===== src/rtl/rf_seq_pkg.sv =====
// Shared opcode constants, FSM state encoding and default widths for the
// register-file execute sequencer.
package rf_seq_pkg;

  localparam int DW_DEF = 4;
  localparam int AW_DEF = 2;

  localparam logic [1:0] OP_ADD  = 2'b00;
  localparam logic [1:0] OP_SUB  = 2'b01;
  localparam logic [1:0] OP_AND  = 2'b10;
  localparam logic [1:0] OP_MOVI = 2'b11;

  typedef enum logic [1:0] {
    S_IDLE  = 2'b00,
    S_READ  = 2'b01,
    S_EXEC  = 2'b10,
    S_WRITE = 2'b11
  } state_e;

endpackage


===== src/rtl/rf_seq_alu.sv =====
// Combinational ALU for the sequencer: ADD/SUB/AND with carry (ADD) or
// borrow (SUB) out. MOVI never reaches here and yields zero.
module rf_seq_alu
  import rf_seq_pkg::*;
#(
  parameter int DW = DW_DEF
) (
  input  logic [1:0]    op,
  input  logic [DW-1:0] a,
  input  logic [DW-1:0] b,
  output logic [DW-1:0] result,
  output logic          carry
);

  logic [DW:0] wide;

  always_comb begin
    // NOTE: every output gets a default before the case, so no path leaves a
    // signal unassigned and no latch is inferred.
    wide   = '0;
    result = '0;
    carry  = 1'b0;
    case (op)
      OP_ADD: begin
        wide   = {1'b0, a} + {1'b0, b};
        result = wide[DW-1:0];
        carry  = wide[DW];
      end
      OP_SUB: begin
        // The extra top bit of the widened difference is the unsigned borrow.
        wide   = {1'b0, a} - {1'b0, b};
        result = wide[DW-1:0];
        carry  = wide[DW];
      end
      OP_AND:  result = a & b;
      default: result = '0;
    endcase
  end

endmodule


===== src/rtl/rf_exec_sequencer.sv =====
// Register-file execute sequencer: accepts one instruction, reads operands,
// executes and issues a single write-back. Optional flags: RF_SEQ_FLAGS_EN.
module rf_exec_sequencer
  import rf_seq_pkg::*;
#(
  parameter int DW = DW_DEF,
  parameter int AW = AW_DEF
) (
  input  logic          clk,
  input  logic          reset,
  input  logic          instr_valid,
  output logic          instr_ready,
  input  logic [1:0]    instr_op,
  input  logic [AW-1:0] instr_rd,
  input  logic [AW-1:0] instr_rs,
  input  logic [AW-1:0] instr_rt,
  input  logic [DW-1:0] instr_imm,
  output logic [AW-1:0] RA,
  output logic [AW-1:0] RB,
  input  logic [DW-1:0] A,
  input  logic [DW-1:0] B,
  output logic          RE,
  output logic [AW-1:0] WR,
  output logic [DW-1:0] WRD,
  output logic          done
`ifdef RF_SEQ_FLAGS_EN
  ,
  output logic          flag_z,
  output logic          flag_c
`endif
);

  state_e        state_q, state_d;
  logic [1:0]    op_q, op_d;
  logic [AW-1:0] rd_q, rd_d;
  logic [AW-1:0] rs_q, rs_d;
  logic [AW-1:0] rt_q, rt_d;
  logic [DW-1:0] opa_q, opa_d;
  logic [DW-1:0] opb_q, opb_d;
  logic [DW-1:0] result_q, result_d;

  logic [DW-1:0] alu_result;
  logic          alu_carry;

  rf_seq_alu #(.DW(DW)) u_alu (
    .op     (op_q),
    .a      (opa_q),
    .b      (opb_q),
    .result (alu_result),
    .carry  (alu_carry)
  );

`ifdef RF_SEQ_FLAGS_EN
  logic flag_z_q, flag_z_d;
  logic flag_c_q, flag_c_d;
`else
  logic unused_carry;
  assign unused_carry = alu_carry;
`endif

  always_comb begin
    state_d  = state_q;
    op_d     = op_q;
    rd_d     = rd_q;
    rs_d     = rs_q;
    rt_d     = rt_q;
    opa_d    = opa_q;
    opb_d    = opb_q;
    result_d = result_q;
`ifdef RF_SEQ_FLAGS_EN
    flag_z_d = flag_z_q;
    flag_c_d = flag_c_q;
`endif
    case (state_q)
      S_IDLE: begin
        if (instr_valid) begin
          op_d = instr_op;
          rd_d = instr_rd;
          rs_d = instr_rs;
          rt_d = instr_rt;
          // MOVI parks its immediate in the result register and skips the ALU.
          if (instr_op == OP_MOVI) begin
            result_d = instr_imm;
            state_d  = S_WRITE;
          end else begin
            state_d  = S_READ;
          end
        end
      end
      S_READ: begin
        opa_d   = A;
        opb_d   = B;
        state_d = S_EXEC;
      end
      S_EXEC: begin
        result_d = alu_result;
`ifdef RF_SEQ_FLAGS_EN
        flag_z_d = (alu_result == '0);
        flag_c_d = alu_carry;
`endif
        state_d  = S_WRITE;
      end
      S_WRITE: state_d = S_IDLE;
      default: state_d = S_IDLE;
    endcase
  end

  always_ff @(posedge clk or posedge reset) begin
    if (reset) begin
      state_q  <= S_IDLE;
      op_q     <= OP_ADD;
      rd_q     <= '0;
      rs_q     <= '0;
      rt_q     <= '0;
      opa_q    <= '0;
      opb_q    <= '0;
      result_q <= '0;
`ifdef RF_SEQ_FLAGS_EN
      flag_z_q <= 1'b0;
      flag_c_q <= 1'b0;
`endif
    end else begin
      // NOTE: non-blocking assignments here so every flop samples the values
      // from before the edge, independent of statement order.
      state_q  <= state_d;
      op_q     <= op_d;
      rd_q     <= rd_d;
      rs_q     <= rs_d;
      rt_q     <= rt_d;
      opa_q    <= opa_d;
      opb_q    <= opb_d;
      result_q <= result_d;
`ifdef RF_SEQ_FLAGS_EN
      flag_z_q <= flag_z_d;
      flag_c_q <= flag_c_d;
`endif
    end
  end

  // Every RF-side output is a pure decode of registered state.
  assign instr_ready = (state_q == S_IDLE);
  assign RA          = rs_q;
  assign RB          = rt_q;
  assign RE          = (state_q == S_WRITE);
  assign done        = (state_q == S_WRITE);
  assign WR          = rd_q;
  assign WRD         = result_q;
`ifdef RF_SEQ_FLAGS_EN
  assign flag_z      = flag_z_q;
  assign flag_c      = flag_c_q;
`endif

endmodule


===== config.mk =====
export PLATFORM = sky130hd
export DESIGN_NAME = rf_exec_sequencer
export DESIGN_NICKNAME = d
export VERILOG_FILES = /design/src/rtl/rf_seq_pkg.sv /design/src/rtl/rf_seq_alu.sv /design/src/rtl/rf_exec_sequencer.sv
export SDC_FILE = /design/constraint.sdc
export NUM_CORES = 1
export LEC_CHECK = 0
export BUFFER_PORTS_ARGS = -buffer_cell sky130_fd_sc_hd__buf_2
export CORE_MARGIN = 1.5
export CORE_UTILIZATION = 45
export CTS_BUF_LIST = sky130_fd_sc_hd__clkbuf_8 sky130_fd_sc_hd__clkbuf_16
export DETAILED_ROUTE_END_ITERATION = 16
export PLACE_DENSITY = 0.74
export SKIP_LAST_GASP = 1
export SLEW_MARGIN = 5
export SYNTH_ARGS = -nofsm -noshare
export SYNTH_HDL_FRONTEND = slang
export SYNTH_SLANG_ARGS = --single-unit

===== constraint.sdc =====
create_clock -name clk -period 2.15 [get_ports clk]
set_clock_uncertainty 0.15 [all_clocks]
set_input_delay 0.3225 -clock clk [delete_from_list [all_inputs] [get_ports clk]]
set_output_delay 0.3225 -clock clk [all_outputs]
set_load 0.005 [all_outputs]

==> results of run 1 <==
==> routing by layer <==
| metal | vias to the layer above | global-route usage | share of wire |
|---|---|---|---|
| li1 | 482 | - | - |
| met2 | 30 | 0.331 | 0.51 |
| met5 | - | 0 | 0 |
| met4 | 0 | 0.0875 | 0.011 |
| met3 | 5 | 0.0355 | 0.046 |
| met1 | 467 | 0.237 | 0.43 |
==> where the power goes <==
| part | switching, mW | internal, mW | leakage [nW] |
|---|---|---|---|
| logic | 0.730 | 0.782 | 0.477 |
| clock network | 0.135 | 0.249 | 0.0357 |
| registers | 0.149 | 0.628 | 0.262 |
| total | 1.01 | 1.66 | 0.775 |
==> registers in the layout (all words and copies together), names as in the netlist <==
name	count
opa_q	4
state_q	2
op_q	2
opb_q	4
RB	2
RA	2
WR	2
WRD	4
==> cells in the mapped netlist <==
cell type,count,area [sq um]
nand3b_1,1,7.51
nand4b_1,3,26.3
o21ai_0,8,40.0
nand3_1,5,25.0
nand2_1,13,48.8
ha_1,9,113
inv_1,9,33.8
fa_1,1,20.0
and3b_1,1,8.76
or4b_1,1,10.0
xnor2_1,1,8.76
nand4_1,1,6.26
o21a_1,1,7.51
nand2b_1,2,12.5
clkbuf_2,2,10.0
clkbuf_1,2,7.51
buf_4,1,7.51
nor3_1,2,10.0
o211ai_1,7,52.6
a21o_1,1,7.51
a32oi_1,1,8.76
a21oi_1,2,10.0
nor3_2,1,10.0
dfrtp_1,22,551
mux2_2,13,146
xor2_1,2,17.5
==> worst max-delay path: stages (launching register included) <==
cell and delay [ns]:
dfrtp_1 0.36, inv_2 0.04, ha_2 0.17, nand2b_4 0.14, xor2_2 0.14, ha_1 0.32
and3b_1 0.19, o21ai_1 0.07, or4b_1 0.46, nand3_1 0.07
==> cell families (layout without fill, tap and decap cells) <==
kind of cell / after synthesis / count (layout)
xor+xnor: 3 / 3
compound gates: 20 / 20
simple gates: 30 / 30
fa+ha+maj: 10 / 10
buf+inv: 14 / 58
mux: 13 / 13
flops: 22 / 22
==> how the worst min path moves through the flow <==
stage / slack [ns] / end / from
6_report: 0.12 / opb_q[1] / B[1]
5_1_grt: 0.12 / opa_q[1] / A[1]
4_1_cts: 0.12 / opb_q[1] / B[1]
3_5_place_dp: 0.22 / opb_q[0] / reset
3_3_place_gp: 0.21 / opa_q[2] / reset
2_1_floorplan: 0.16 / RA[0] / reset
==> final cells by class <==
cell class,instances,area share
well taps,30,0.0237
repair buffers,45,0.160
inverters,9,0.0213
flip-flops and latches,22,0.348
multi-input cells,76,0.403
clock inverters,1,0.0190
clock buffers,3,0.0261
==> repair_timing <==
| item | CTS | global route |
|---|---|---|
| gates resized for setup | 2 | 6 |
| setup buffers | 1 | 1 |
| endpoints found under the setup margin | 1 | 2 |
| hold endpoints to repair | 22 | 0 |
| pin swaps | 3 | 6 |
| hold buffers | 1 | 0 |
==> per-stage QoR <==
stage	total power [mW]	instance area (sq um)	hold slack, ns	instances
after floorplan	1.70	1220	0.162	112
after global placement	2.06	1460	0.215	179
after detailed placement	2.13	1460	0.224	179
after CTS	2.60	1550	0.119	185
after global routing	2.89	1580	0.118	186
final	2.67	1580	0.118	186
==> impl_metrics.sql, run 1 <==
INSERT INTO impl_metrics (metric_group, metric, value, unit) VALUES
('outcome', 'outcome', 'finished with violations', ''),
('outcome', 'violated_checks', 'negative setup slack', ''),
('logic_synthesis', 'synthMuxAreaShare', '0.121', ''),
('pwr', 'vdd_ir_drop_max', '987', 'uV'),
('global_routing', 'pin_count_of_the_biggest_net_entering_global_routing', '23', ''),
('die', 'row_count', '18', ''),
('global_routing', 'first_global_vias', '956', ''),
('logic_synthesis', 'synth_cell_type_count', '26', ''),
('logic_synthesis', 'synth_adder_area_share', '0.110', ''),
('sta', 'period_needed', '2.18', 'ns'),
('die', 'die_ar', '0.00300', 'sq mm'),
('clock_tree', 'cts_made_buffers', '3', ''),
('logic_synthesis', 'compound_gate_portion_of_the_synthesized_area', '0.105', ''),
('critical_path', 'worstPathArrival', '2.23', 'ns'),
('job', 'number_of_maximum_capacitance_violations', '0', ''),
('global_routing', 'globalRoute.totalOverflow', '0', ''),
('placed_design', 'placement.io_buffers', '35', ''),
('pwr', 'static-leakage-power', '0.775', 'nW'),
('pwr', 'powerDensity', '1690', 'mW/mm^2'),
('drt', 'drt_pre_antenna_iters', '4', ''),
('logic_synthesis', 'ys_ff_latch', '22', ''),
('die', 'initial_core_util', '0.482', ''),
('logic_synthesis', 'post_synth_instance_area', '0.00121', 'sq mm'),
('layout', 'layout.area.seq', '551', 'sq um'),
('logic_synthesis', 'post_synth_xor_area_fraction', '0.0218', ''),
('sta', 'final.setup.worst_slack', '-0.0255', 'ns'),
('sta', 'setup_viol', '1', ''),
('clock_tree', 'clock_latency_on_the_worst_skew_pair', '0.26', 'ns'),
('critical_path', 'origin_of_the_worst_setup_path', 'opb_q[0]', ''),
('die', 'floorplan.die.width', '54.8', 'um'),
('critical_path', 'crit_path_end', 'WRD[3]', ''),
('drt', 'num_vias', '984', ''),
('critical_path', 'crit-reg2reg-capture', 'WRD[3]', ''),
('layout', 'fraction_of_final_layout_cells_with_drive_strength_greater_than_1', '0.468', ''),
('sta', 'min_period_over_period', '1.01', ''),
('logic_synthesis', 'synth.avg_cell_area', '10.8', 'sq um'),
('critical_path', 'reg2regPathDepth', '9', ''),
('layout', 'antenna-diode-count', '0', ''),
('die', 'core-area', '0.00250', 'sq mm'),
('logic_synthesis', 'synth_cells', '112', ''),
('drt', 'drt-vias-per-instance', '5.29', ''),
('global_routing', 'grt_first_pass_wirelength', '4.08', 'mm'),
('clock_tree', 'clk_path_buf_depth', '2', ''),
('global_routing', 'number_of_antenna_violations_at_the_first_check_in_global_routing', '0', ''),
('layout', 'finalNetCount', '190', ''),
('placed_design', 'place_congestion', '0.767', ''),
('clock_tree', 'tritoncts_num_sinks', '22', ''),
('global_routing', 'grt_use_total', '0.195', ''),
('sta', 'fmax', '460', 'MHz'),
('sta', 'number_of_pins_exceeding_their_max_slew_limit_in_the_final_report', '0', ''),
('logic_synthesis', 'fraction_of_the_mapped_netlist_area_in_simple_logic_gates', '0.137', ''),
('min_path', 'hold_path_class', 'primary input to flop', ''),
('placed_design', 'placement.setup.worst_slack', '-0.0398', 'ns'),
('logic_synthesis', 'syn-num-nets', '145', ''),
('drt', 'routedWlPerCell', '13.8', 'um'),
('clock_tree', 'cts_max_level', '1', ''),
('critical_path', 'setup.worst_path.class', 'flop to flop', ''),
('sta', 'timing_hold_violations_final', '0', ''),
('sta', 'setup-tns-final', '-0.0255', 'ns'),
('critical_path', 'required', '2.21', 'ns'),
('logic_synthesis', 'synth_top_family_by_area', 'simple AND/OR/NAND/NOR gates', ''),
('layout', 'most_used_cells_in_the_layout_excluding_fill_and_tap_cells', 'buf_2, dfrtp_1, mux2_2, nand2_1, buf_4', ''),
('layout', 'fillCellCount', '202', ''),
('drt', 'wirelength', '2.56', 'mm'),
('layout', 'postLayoutCoreUtil', '0.634', ''),
('min_path', 'hold_depth', '3', ''),
('clock_tree', 'clock_slew_at_reported_path_ffs', '0.08', 'ns'),
('critical_path', 'setup.worst_path.end_class', 'flop', ''),
('die', 'chipHeight', '54.8', 'um'),
('drt', 'drc_marker_count_from_the_first_detailed_route_iteration', '7', ''),
('drt', 'antenna_violating_nets_post_route', '0', '');
(Power assumes the default switching activity.)
==> run 2: changes to the inputs <==
--- a/config.mk
+++ b/config.mk
@@ -6,11 +6,13 @@
 export NUM_CORES = 1
 export LEC_CHECK = 0
 export BUFFER_PORTS_ARGS = -buffer_cell sky130_fd_sc_hd__buf_2
+export CELL_PAD_IN_SITES_DETAIL_PLACEMENT = 1
+export CELL_PAD_IN_SITES_GLOBAL_PLACEMENT = 2
 export CORE_MARGIN = 1.5
-export CORE_UTILIZATION = 45
+export CORE_UTILIZATION = 28
 export CTS_BUF_LIST = sky130_fd_sc_hd__clkbuf_8 sky130_fd_sc_hd__clkbuf_16
 export DETAILED_ROUTE_END_ITERATION = 16
-export PLACE_DENSITY = 0.74
+export PLACE_DENSITY_LB_ADDON = 0.1
 export SKIP_LAST_GASP = 1
 export SLEW_MARGIN = 5
 export SYNTH_ARGS = -nofsm -noshare
==> constraint.sdc (replaced) <==
create_clock -name clk -period 2.15 [get_ports clk]
set_clock_uncertainty 0.15 [all_clocks]
set_input_delay 0.1075 -clock clk [delete_from_list [all_inputs] [get_ports clk]]
set_output_delay 0.1075 -clock clk [all_outputs]
set_load 0.005 [all_outputs]
==> impl_metrics.sql, run 2 (synthesis results as in run 1) <==
INSERT INTO impl_metrics (metric_group, metric, value, unit) VALUES
('sta', 'setup_viol', '1', ''),
('sta', 'final.setup.worst_slack', '-0.0384', 'ns'),
('drt', 'drt-vias-per-instance', '4.73', ''),
('clock_tree', 'tritoncts_num_sinks', '22', ''),
('placed_design', 'placement.io_buffers', '35', ''),
('outcome', 'violated_checks', 'negative setup slack', ''),
('global_routing', 'grt_use_total', '0.151', ''),
('layout', 'antenna-diode-count', '0', ''),
('global_routing', 'globalRoute.totalOverflow', '0', ''),
('sta', 'number_of_pins_exceeding_their_max_slew_limit_in_the_final_report', '0', ''),
('clock_tree', 'cts_max_level', '1', ''),
('die', 'initial_core_util', '0.297', ''),
('sta', 'slew_headroom', '0.761', ''),
('clock_tree', 'cts_made_buffers', '3', ''),
('sta', 'timing_hold_violations_final', '0', ''),
('drt', 'wirelength', '3.16', 'mm'),
('placed_design', 'dpl.hpwl', '2.33', 'mm'),
('clock_tree', 'clock_latency_on_the_worst_skew_pair', '0.26', 'ns'),
('critical_path', 'cp_slowest_stage_delay', '0.46', 'ns'),
('sta', 'min_period_over_period', '1.02', ''),
('sta', 'fin_worst_hold_slack', '0.209', 'ns'),
('drt', 'num_vias', '1087', ''),
('outcome', 'outcome', 'finished with violations', ''),
('global_routing', 'grt_first_pass_wirelength', '5.28', 'mm'),
('clock_tree', 'root_buffer', 'clkbuf_8', ''),
('critical_path', 'regToRegStartpoint', 'opb_q[1]', ''),
('clock_tree', 'tritoncts', 'built', ''),
('critical_path', 'crit_path_start_kind', 'flop', ''),
('critical_path', 'required', '2.21', 'ns'),
('critical_path', 'origin_of_the_worst_setup_path', 'opb_q[1]', ''),
('pwr', 'vdd_ir_drop_max', '439', 'uV'),
('critical_path', 'critical_path.slowest_cell', 'or4b_1', ''),
('global_routing', 'pin_count_of_the_biggest_net_entering_global_routing', '23', ''),
('sta', 'period_needed', '2.19', 'ns'),
('layout', 'most_common_library_cell_in_the_layout_ignoring_fill_and_taps', 'buf_2', ''),
('pwr', 'static-leakage-power', '0.872', 'nW'),
('layout', 'syn2layout_area_growth', '49.9', '%'),
('placed_design', 'place_congestion', '0.799', ''),
('min_path', 'worstHoldStart', 'instr_imm[3]', ''),
('global_routing', 'first_global_vias', '1142', ''),
('layout', 'area_used_by_multi_input_combinational_logic', '623', 'sq um'),
('drt', 'drt_pre_antenna_iters', '2', ''),
('global_routing', 'number_of_antenna_violations_at_the_first_check_in_global_routing', '0', ''),
('drt', 'drc', '0', ''),
('critical_path', 'setup.worst_path.class', 'flop to flop', ''),
('clock_tree', 'clock_slew_at_reported_path_ffs', '0.09', 'ns'),
('sta', 'worst-slew-pin-transition', '0.358', 'ns'),
('critical_path', 'worstPathMaxFanout', '2', ''),
('die', 'chipHeight', '68.6', 'um'),
('sta', 'fmax', '457', 'MHz'),
('die', 'floorplan.die.width', '68.6', 'um'),
('layout', 'finalNetCount', '214', ''),
('clock_tree', 'clk_path_buf_depth', '2', ''),
('job', 'number_of_maximum_capacitance_violations', '0', ''),
('drt', 'drc_marker_count_from_the_first_detailed_route_iteration', '24', ''),
('drt', 'antenna_violating_nets_post_route', '0', ''),
('min_path', 'hold_path_class', 'primary input to flop', ''),
('pwr', 'powerDensity', '1470', 'mW/mm^2'),
('critical_path', 'timing.critical_path.cells', 'inv_2 > ha_2 > nand2_1 > o21ai_2 > inv_1 > ha_1 > and3b_1 > o21ai_0 > or4b_1 > nand3_1', ''),
('layout', 'most_used_cells_in_the_layout_excluding_fill_and_tap_cells', 'buf_2, dfrtp_1, dlygate4sd3_1, mux2_2, buf_4', ''),
('layout', 'layout.area.seq', '551', 'sq um'),
('layout', 'fillCellCount', '461', ''),
('sta', 'setup_repair_after_global_routing_missed_its_margin', 'yes', ''),
('die', 'die_ar', '0.00471', 'sq mm'),
('die', 'top_level_i_o_count', '36', ''),
('die', 'row_count', '23', ''),
('die', 'core-area', '0.00406', 'sq mm'),
('drt', 'routedWlPerCell', '13.7', 'um'),
('layout', 'fraction_of_final_layout_cells_with_drive_strength_greater_than_1', '0.411', ''),
('layout', 'postLayoutCoreUtil', '0.446', ''),
('critical_path', 'worstPathArrival', '2.24', 'ns'),
('critical_path', 'setup.worst_path.end_class', 'flop', '');
[run 2: power breakdown]
group / switching [mW] / total (mW) / leakage (nW) / internal (mW)
logic: 0.732 / 1.57 / 0.581 / 0.836
registers: 0.146 / 0.774 / 0.262 / 0.628
clock network: 0.144 / 0.307 / 0.0288 / 0.163
[run 2: worst paths after layout]
kind / depth (start not counted) / slack (ns) / to
max: 10 / -0.04 / WRD[3]
min in group asynchronous: 4 / 0.27 / RA[1]
min reg2reg: 1 / 0.35 / WR[1]
max in group asynchronous: 4 / 1.35 / RB[1]
min: 5 / 0.21 / WRD[3]
max reg2reg: 10 / -0.04 / WRD[3]
[run 2: cell type report]
class,count,share of cell area
multi-input combinational,76,0.345
sequential,22,0.304
timing repair buffer,69,0.267
tap,50,0.0346
clock buffer,4,0.0304
inverter,9,0.0187
[run 2: critical path, delay by kind of cell, from the launching register on]
| family | cells | cell delay (ns) |
|---|---|---|
| buffers and inverters | 2 | 0.12 |
| DFF | 1 | 0.38 |
| adders and majority gates | 2 | 0.59 |
| and+or+nand+nor | 4 | 0.76 |
| AOI/OAI and AO/OA | 2 | 0.14 |
[run 2: metal layers]
metal	GRT usage	wire (um)
met3	0.0211	105
met2	0.285	1600
met5	0	0
met4	0.0525	53
met1	0.173	1400
[run 2: what timing repair did]
| action | CTS | global route |
|---|---|---|
| pin swaps | 5 | 5 |
| endpoints found under the hold margin | 42 | 0 |
| setup endpoints to repair | 2 | 3 |
| gates resized for setup | 2 | 2 |
| buffers inserted | 2 | 1 |
| hold buffers | 21 | 0 |
[run 2: metrics by stage]
stage          instances  cell area (sq um)  setup TNS (ns)  setup slack, ns  total power, mW
5_1_grt              230               1810          -0.288           -0.193             2.92
3_3_place_gp         202               1510               0           0.0352             2.17
2_1_floorplan        112               1220               0          0.00380             1.70
6_report             230               1810         -0.0384          -0.0384             2.65
3_5_place_dp         202               1510         -0.0211          -0.0211             2.25
4_1_cts              229               1790         -0.0394          -0.0394             2.66
==> run 3: changes to the inputs <==
--- a/config.mk
+++ b/config.mk
@@ -8,9 +8,9 @@
 export BUFFER_PORTS_ARGS = -buffer_cell sky130_fd_sc_hd__buf_2
 export CELL_PAD_IN_SITES_DETAIL_PLACEMENT = 1
 export CELL_PAD_IN_SITES_GLOBAL_PLACEMENT = 2
-export CORE_MARGIN = 1.5
 export CORE_UTILIZATION = 28
 export CTS_BUF_LIST = sky130_fd_sc_hd__clkbuf_8 sky130_fd_sc_hd__clkbuf_16
+export CTS_CLUSTER_SIZE = 8
 export DETAILED_ROUTE_END_ITERATION = 16
 export PLACE_DENSITY_LB_ADDON = 0.1
 export SKIP_LAST_GASP = 1
==> impl_metrics.sql, run 3 (synthesis results as in run 1) <==
INSERT INTO impl_metrics (metric_group, metric, value, unit) VALUES
('outcome', 'outcome', 'finished with violations', ''),
('outcome', 'violated_checks', 'negative setup slack', ''),
('global_routing', 'first_global_vias', '1117', ''),
('global_routing', 'pin_count_of_the_biggest_net_entering_global_routing', '23', ''),
('drt', 'wirelength', '3.02', 'mm'),
('die', 'initial_core_util', '0.297', ''),
('placed_design', 'dpl.hpwl', '2.26', 'mm'),
('clock_tree', 'clock_latency_on_the_worst_skew_pair', '0.27', 'ns'),
('drt', 'routedWlPerCell', '13.1', 'um'),
('placed_design', 'placement.io_buffers', '35', ''),
('die', 'die_ar', '0.00457', 'sq mm'),
('clock_tree', 'root_buffer', 'clkbuf_8', ''),
('global_routing', 'globalRoute.totalOverflow', '0', ''),
('layout', 'fillCellCount', '466', ''),
('sta', 'fmax', '453', 'MHz'),
('sta', 'min_period_over_period', '1.03', ''),
('sta', 'number_of_pins_exceeding_their_max_slew_limit_in_the_final_report', '0', ''),
('global_routing', 'number_of_antenna_violations_at_the_first_check_in_global_routing', '0', ''),
('clock_tree', 'cts_made_buffers', '3', ''),
('job', 'number_of_maximum_capacitance_violations', '0', ''),
('pwr', 'power.internal', '1.65', 'mW'),
('die', 'core-area', '0.00406', 'sq mm'),
('drt', 'drt-vias-per-instance', '4.66', ''),
('sta', 'setup_repair_after_global_routing_missed_its_margin', 'yes', ''),
('critical_path', 'crit_path_start_kind', 'flop', ''),
('layout', 'most_used_cells_in_the_layout_excluding_fill_and_tap_cells', 'buf_2, dfrtp_1, dlygate4sd3_1, buf_4, mux2_2', ''),
('pwr', 'p_sw', '1.01', 'mW'),
('clock_tree', 'tritoncts', 'built', ''),
('critical_path', 'worstPathMaxFanout', '3', ''),
('clock_tree', 'clock_slew_at_reported_path_ffs', '0.08', 'ns'),
('layout', 'finalNetCount', '215', ''),
('sta', 'setup_viol', '2', ''),
('pwr', 'p_sw_frac', '0.380', ''),
('critical_path', 'required', '2.21', 'ns'),
('critical_path', 'worstPathArrival', '2.27', 'ns'),
('sta', 'fin_worst_hold_slack', '0.220', 'ns'),
('sta', 'final.setup.worst_slack', '-0.0577', 'ns'),
('die', 'top_level_i_o_count', '36', ''),
('sta', 'timing_hold_violations_final', '0', ''),
('die', 'chipHeight', '67.6', 'um'),
('drt', 'antenna_violating_nets_post_route', '0', ''),
('placed_design', 'place_congestion', '0.750', ''),
('drt', 'drt_pre_antenna_iters', '2', ''),
('drt', 'num_vias', '1077', ''),
('pwr', 'vdd_ir_drop_max', '480', 'uV'),
('min_path', 'hold_path_class', 'primary input to flop', ''),
('die', 'floorplan.die.width', '67.6', 'um'),
('pwr', 'clockPowerShare', '0.114', ''),
('drt', 'drc', '0', ''),
('drt', 'drc_marker_count_from_the_first_detailed_route_iteration', '26', ''),
('clock_tree', 'clk_path_buf_depth', '2', ''),
('layout', 'most_common_library_cell_in_the_layout_ignoring_fill_and_taps', 'buf_2', ''),
('sta', 'slew_headroom', '0.758', ''),
('layout', 'final_instance_count_excl_fillers', '231', ''),
('critical_path', 'setup.worst_path.end_class', 'flop', ''),
('global_routing', 'grt_first_pass_wirelength', '5.00', 'mm'),
('layout', 'syn2layout_area_growth', '50.7', '%'),
('pwr', 'powerDensity', '1460', 'mW/mm^2'),
('critical_path', 'setup.worst_path.class', 'flop to flop', ''),
('layout', 'antenna-diode-count', '0', ''),
('layout', 'fraction_of_final_layout_cells_with_drive_strength_greater_than_1', '0.409', ''),
('global_routing', 'grt_use_total', '0.153', ''),
('placed_design', 'place_inst', '201', ''),
('die', 'row_count', '23', ''),
('sta', 'period_needed', '2.21', 'ns'),
('pwr', 'power.combinational.fraction', '0.599', ''),
('pwr', 'power', '2.66', 'mW'),
('pwr', 'power.sequential.fraction', '0.287', ''),
('pwr', 'static-leakage-power', '0.878', 'nW'),
('sta', 'worst-slew-pin-transition', '0.362', 'ns'),
('clock_tree', 'cts_max_level', '1', ''),
('clock_tree', 'tritoncts_num_sinks', '22', ''),
('layout', 'postLayoutCoreUtil', '0.448', '');
[run 3: cell type report]
class | count | area, sq um | share of cell area
multi-input cells | 76 | 626 | 0.344
flip-flops and latches | 22 | 551 | 0.303
repair buffers | 70 | 490 | 0.270
well taps | 50 | 62.6 | 0.0344
clock buffers | 4 | 55.1 | 0.0303
inverters | 9 | 33.8 | 0.0186
[run 3: final timing paths]
path                              start  endpoint  slack [ns]  cells after the start
min in group asynchronous         reset     WR[0]        0.29                      4
setup / recovery               opb_q[1]    WRD[3]       -0.06                      9
max in group asynchronous         reset   op_q[1]        1.34                      4
setup reg to reg               opb_q[1]    WRD[3]       -0.06                      9
hold reg to reg                  WRD[2]    WRD[2]        0.35                      2
hold / removal             instr_imm[3]    WRD[3]        0.22                      5
[run 3: routing by layer]
layer  vias up  GRT usage  wire length, um
li1        529          -                -
met1       519      0.176             1310
met2        24      0.264             1530
met3         5     0.0355              125
met4         0     0.0718               57
met5         -          0                0
[run 3: power by group through the flow]
stage	logic (mW)	clock network [mW]	registers [mW]
4_1_cts	1.52	0.322	0.767
3_3_place_gp	1.36	0	0.763
5_1_grt	1.83	0.339	0.791
2_1_floorplan	0.931	0	0.772
6_report	1.60	0.303	0.764
3_5_place_dp	1.42	0	0.778
[run 3: timing repair]
| item | in CTS | in global routing |
|---|---|---|
| resized for setup | 1 | 4 |
| buffers inserted | 3 | 2 |
| hold buffers | 21 | 0 |
| setup endpoints to repair | 2 | 3 |
| hold endpoints to repair | 42 | 0 |
| pin swaps | 2 | 6 |
[run 3: metrics by stage]
step | area, sq um | setup slack, ns | TNS (ns)
2_1_floorplan | 1220 | 0.00380 | 0
3_3_place_gp | 1500 | 0.0179 | 0
3_5_place_dp | 1500 | -0.0468 | -0.0468
4_1_cts | 1790 | -0.0241 | -0.0241
5_1_grt | 1820 | -0.134 | -0.247
6_report | 1820 | -0.0577 | -0.0617
[run 3: worst max-delay path, stage by stage, from the launching register on]
cell and delay, ns:
dfrtp_1 0.37, inv_2 0.06, ha_4 0.15, nand2b_4 0.13
xor2_1 0.14, ha_1 0.32, and3b_1 0.19, o21ai_1 0.06
or4b_1 0.51, nand3_1 0.08
